$ cat config.mk
export PLATFORM = sky130hd
export DESIGN_NAME = led_shift_seq
export DESIGN_NICKNAME = d
export VERILOG_FILES = /design/src/rtl/led_shift_pkg.sv /design/src/rtl/led_prescaler.sv /design/src/rtl/led_shift_seq.sv
export SDC_FILE = /design/constraint.sdc
export NUM_CORES = 1
export LEC_CHECK = 0
export ABC_CLOCK_PERIOD_IN_PS = 4160
export BUFFER_PORTS_ARGS = -buffer_cell sky130_fd_sc_hd__buf_2
export CAP_MARGIN = 30
export CORE_UTILIZATION = 60
export DETAILED_ROUTE_END_ITERATION = 12
export HOLD_SLACK_MARGIN = 0.05
export PLACE_DENSITY = 0.8
export SLEW_MARGIN = 10
export SYNTH_ARGS = -nofsm -noshare
export SYNTH_HDL_FRONTEND = slang
export SYNTH_SLANG_ARGS = --single-unit
$ cat constraint.sdc
create_clock -name clk -period 4.16 [get_ports clk]
set_clock_uncertainty 0.2 [all_clocks]
set_input_delay 0.416 -clock clk [delete_from_list [all_inputs] [get_ports clk]]
set_output_delay 0.416 -clock clk [all_outputs]
set_load 0.01 [all_outputs]
$ cat src/rtl/led_shift_pkg.sv
// Shared constants for the LED shift sequencer: mode encoding, defaults and FSM state type.
package led_shift_pkg;

  localparam logic [1:0] MODE_R      = 2'd0;
  localparam logic [1:0] MODE_L      = 2'd1;
  localparam logic [1:0] MODE_BOUNCE = 2'd2;
  localparam logic [1:0] MODE_FILL   = 2'd3;

  localparam int unsigned DEF_LED_W = 4;
  localparam int unsigned DEF_DIV   = 50_000_000;
  localparam int unsigned DEF_CNT_W = 26;

  // Stored pattern mode; encodings line up with the mode input.
  typedef enum logic [1:0] {
    StShiftR = MODE_R,
    StShiftL = MODE_L,
    StBounce = MODE_BOUNCE,
    StFill   = MODE_FILL
  } state_e;

  function automatic state_e decode_mode(input logic [1:0] m);
    return state_e'(m);
  endfunction

endpackage

$ cat src/rtl/led_prescaler.sv
// Step-rate prescaler: counts enabled cycles and strobes step on the last count of each period.
module led_prescaler
  import led_shift_pkg::*;
#(
  parameter int unsigned DIV   = DEF_DIV,
  parameter int unsigned CNT_W = DEF_CNT_W
) (
  input  logic clk,
  input  logic rst,
  input  logic en,
  output logic step
);

  localparam logic [CNT_W-1:0] CntMax = CNT_W'(DIV - 1);

  logic [CNT_W-1:0] cnt_q;

  assign step = en && (cnt_q == CntMax);

  always_ff @(posedge clk) begin
    if (rst) begin
      cnt_q <= '0;
    end else if (en) begin
      if (cnt_q == CntMax) begin
        cnt_q <= '0;
      end else begin
        cnt_q <= cnt_q + CNT_W'(1);
      end
    end
  end

endmodule

$ cat src/rtl/led_shift_seq.sv
// LED pattern sequencer: rotate right/left, bounce or fill, advancing one step per prescaler period.
module led_shift_seq
  import led_shift_pkg::*;
#(
  parameter int unsigned LED_W = DEF_LED_W,
  parameter int unsigned DIV   = DEF_DIV,
  parameter int unsigned CNT_W = DEF_CNT_W
) (
  input  logic             clk,
  input  logic             rst,
  input  logic             en,
  input  logic [1:0]       mode,
  output logic [LED_W-1:0] led,
  output logic             tick,
  output logic             dir_left
);

  localparam logic [LED_W-1:0] LedMsb  = {1'b1, {(LED_W-1){1'b0}}};
  localparam logic [LED_W-1:0] LedLsb  = LED_W'(1);
  localparam logic [LED_W-1:0] LedBit1 = LED_W'(2);
  localparam logic [LED_W-1:0] LedNm2  = LedMsb >> 1;

  state_e state_q;
  state_e next_mode;
  logic   step;
  logic   led_onehot;
  logic   bounce_left;

  led_prescaler #(
    .DIV   (DIV),
    .CNT_W (CNT_W)
  ) u_prescaler (
    .clk  (clk),
    .rst  (rst),
    .en   (en),
    .step (step)
  );

  assign next_mode  = decode_mode(mode);
  assign led_onehot = $onehot(led);

  // Entering bounce keeps travelling the way the previous mode was moving.
  always_comb begin
    bounce_left = dir_left;
    unique case (state_q)
      StShiftL: bounce_left = 1'b1;
      StShiftR,
      StFill:   bounce_left = 1'b0;
      default:  bounce_left = dir_left;
    endcase
  end

  always_ff @(posedge clk) begin
    if (rst) begin
      state_q  <= StShiftR;
      led      <= LedMsb;
      dir_left <= 1'b0;
      tick     <= 1'b0;
    end else begin
      tick <= step;
      if (step) begin
        state_q <= next_mode;
        unique case (next_mode)
          StShiftR: begin
            dir_left <= 1'b0;
            led      <= led_onehot ? {led[0], led[LED_W-1:1]} : LedMsb;
          end
          StShiftL: begin
            dir_left <= 1'b1;
            led      <= led_onehot ? {led[LED_W-2:0], led[LED_W-1]} : LedLsb;
          end
          StBounce: begin
            if (!led_onehot) begin
              led      <= LedMsb;
              dir_left <= 1'b0;
            end else if (bounce_left) begin
              if (led[LED_W-1]) begin
                led      <= LedNm2;
                dir_left <= 1'b0;
              end else begin
                led      <= led << 1;
                dir_left <= 1'b1;
              end
            end else begin
              if (led[0]) begin
                led      <= LedBit1;
                dir_left <= 1'b1;
              end else begin
                led      <= led >> 1;
                dir_left <= 1'b0;
              end
            end
          end
          StFill: begin
            dir_left <= 1'b0;
            led      <= (&led) ? '0 : {1'b1, led[LED_W-1:1]};
          end
          default: begin
            led      <= LedMsb;
            dir_left <= 1'b0;
          end
        endcase
      end
    end
  end

endmodule

==> results by group <==
Placement
  • Dpl hpwl: 2480 um
  • I/O Buffers: 10
  • Gpl congestion: 1.01
  • Cell Count Post-Placement: 266

Routing
  • DR iter-0 viols: 81
  • Vias after detailed routing: 1554
  • Final wirelength: 3530 um
  • Vias per cell: 5.67
  • WL/cell: 12.9 um
  • # DRC: 0
  • Initial DRT Pass Iterations: 4
  • Antenna Nets Post-Route: 0

Clock network
  • TritonCTS Buffers: 5
  • Clock buffer depth: 2
  • Reg clk slew, reported paths: 0.10 ns
  • Post-CTS Setup Repair Bufs: 0
  • CTS sink count: 34
  • PostCTS Resize Cnt: 0
  • CTS H-tree lvls: 2
  • CTS tree: yes
  • Cts hold-fix bufs: 0
  • CTS root buf: clkbuf_4
  • Clk_lat worst skew: 0.33 ns

Final layout
  • Nets: 244
  • Non-Filler Instances: 274
  • Fraction of layout cells with a size suffix above 1: 0.113
  • Diode count: 0
  • Commonest non-fill, non-tap cells in the layout: nor2_1, dfxtp_1, nand2_1
  • Area Growth Syn to Fin: 7.05%
  • Commonest non-fill, non-tap cell in the layout: nor2_1

Power and ir drop
  • Leakage: 0.809 nW
  • PD cells: 291 nW/um^2
  • VDD IR max: 0.224 mV

Synth
  • Multiplexer share of the synthesized area: 0.0211
  • Post-synth EDFFs: 0
  • Syn_area_per_cell: 8.63 um^2
  • Synthesized net count: 235
  • Synth warn: 0
  • Async set-reset flop share out of synthesis: 0
  • Yosys top cell by area: dfxtp_1
  • Synth top area cells: dfxtp_1, xor2_1, nor2_1
  • Area share of the largest cell type after synthesis: 0.358
  • XOR/XNOR Fraction of Synth Area: 0.115
  • Compound-cell area share of the yosys netlist: 0.0870
  • Synth unique cells: 47
  • Synth Register Bits: 34
  • Area share of fa/ha/maj cells after synthesis: 0.0698
  • Post-synth top flop: dfxtp_1
  • Largest family of logic cells by synthesized area: simple AND/OR/NAND/NOR gates
  • Simple-gate portion of the synthesized area: 0.308
  • Mapped Cells: 220
  • Mapped Area: 1900 um^2
  • Register area share after synthesis: 0.358

Min path
  • Worst hold path cell count: 3
  • Worst min path class: in -> reg

Global route
  • Gr usage total: 0.239
  • First-pass GRT wire length: 6160 um
  • Number of global-route vias before repair: 1414
  • Largest net degree at the start of global routing: 26
  • Initial antenna violation count: 0
  • Global route total overflow: 0

Critical path
  • Critical-path top delay cell: nor4bb_1
  • Cells along the critical path: inv_1, fa_1, inv_1, ha_1, ha_1, nor4bb_1, nand2_1, o21ai_0, a211oi_1, o41ai_2
  • WP data required: 4.21 ns
  • WP data arrival: 3.54 ns
  • Worst Path Max Fanout: 8
  • R2r startpoint: led[0]$_SDFFE_PP0P_
  • CP delay by family, top: adder cells
  • Worst Path Buf+Inv: 2
  • Flop2flop setup slack: 0.67 ns
  • Number of cells on the critical path: 10
  • Startpoint Class: register
  • Critical path origin: led[0]$_SDFFE_PP0P_
  • Largest stage delay, worst path: 0.85 ns
  • CP endpoint kind: register
  • End of the critical path: led[0]$_SDFFE_PP0P_
  • Crit Reg-Reg Endpoint: led[0]$_SDFFE_PP0P_
  • R2R depth: 10
  • Setup Crit Path Kind: reg -> reg

Timing
  • Worst hold margin: 0.199 ns
  • Least-Margin Pin Slew: 0.983 ns
  • Final hold vios: 0
  • Final clock period utilization by the worst path: 0.840
  • Slew Viols, Final: 0
  • Count of final setup violators: 0
  • Fmax: 286 MHz
  • Slew margin rel.: 0.336
  • TNS Setup: 0 ns
  • Tmin final: 3.49 ns
  • Unrepaired setup endpoints after global routing: no

Floorplanning
  • Ports: 11
  • Die ar.: 3390 um^2
  • Die X: 58.3 um
  • Core area: 3030 um^2
  • Starting density of the core: 0.627
  • Die Ht: 58.3 um
  • # rows: 20

Job
  • Number of max-cap violations: 0

Run status
  • Status: finished clean
worst min-delay path by stage:
stage / start / to
final: mode[1] / state_q[1]$_SDFFE_PP0P_
after global routing: mode[1] / state_q[1]$_SDFFE_PP0P_
after CTS: mode[1] / state_q[1]$_SDFFE_PP0P_
after detailed placement: u_prescaler.cnt_q[15]$_SDFFE_PP0P_ / u_prescaler.cnt_q[15]$_SDFFE_PP0P_
after global placement: state_q[0]$_SDFFE_PP0P_ / state_q[0]$_SDFFE_PP0P_
after floorplan: state_q[0]$_SDFFE_PP0P_ / state_q[0]$_SDFFE_PP0P_
sequential cells by signal (all words and copies together), names as in the netlist:
name	count
led	4
dir_left	1
state_q	2
tick	1
u_prescaler.cnt_q	26
kinds of logic (layout without fill, tap and decap cells):
kind of cell / Yosys count / after routing
and+or+nand+nor: 111 / 111
DFF: 34 / 34
xor gates and xnor gates: 25 / 25
AOI/OAI and AO/OA: 20 / 20
buffers and inverters: 16 / 26
adders and majority gates: 10 / 10
muxes: 4 / 4
cell usage after synthesis, types with 2 or more instances:
master,count
a211o_1,2
a21oi_1,2
a311oi_1,2
and3_1,5
and4_1,3
buf_4,2
clkbuf_1,4
dfxtp_1,34
ha_1,9
inv_1,8
mux2i_1,4
nand2_1,19
nand3_1,15
nand3b_1,2
nand4_1,8
nor2_1,36
nor2b_1,3
nor3_1,5
nor4_1,2
nor4_2,2
nor4b_1,2
o22ai_1,2
o41ai_2,2
xnor2_1,7
xor2_1,18
where the power goes:
part	total (W)	switching (W)	internal (W)
Clock	0.000234	0.000107	0.000127
Sequential	0.000329	0.00000181	0.000327
Combinational	0.0000284	0.0000180	0.0000104
Total	0.000592	0.000127	0.000465
worst register-to-register path, cell delays in order (launching register included):
cell and delay (ns):
dfxtp_1 0.49, inv_1 0.16, fa_1 0.55, inv_1 0.04, ha_1 0.17, ha_1 0.30
nor4bb_1 0.85, nand2_1 0.10, o21ai_0 0.22, a211oi_1 0.08, o41ai_2 0.26
stage by stage:
step | cell area (um^2) | power, W | setup WS [ns] | util
after floorplan | 1900 | 0.000358 | 1.09 | -
after global placement | 1960 | 0.000364 | 0.903 | 0.647
after detailed placement | 1960 | 0.000365 | 0.779 | 0.647
after CTS | 2030 | 0.000600 | 0.741 | 0.671
after global routing | 2030 | 0.000617 | 0.473 | 0.671
final | 2030 | 0.000592 | 0.666 | 0.671
area by class of cell:
class	instances	area [um^2]
repair buffers	10	50.0
clock buffers	7	45.0
inverters	8	30.0
well taps	44	55.1
multi-input cells	170	1140
flip-flops and latches	34	681
clock inverters	1	30.0
fillers	261	995
per-layer routing:
layer	share of wire	vias up	global-route usage
met2	0.44	43	0.379
li1	-	793	-
met1	0.48	710	0.309
met4	0.023	0	0.0952
met5	0	-	0
met3	0.053	8	0.0647
(Power assumes the default switching activity.)
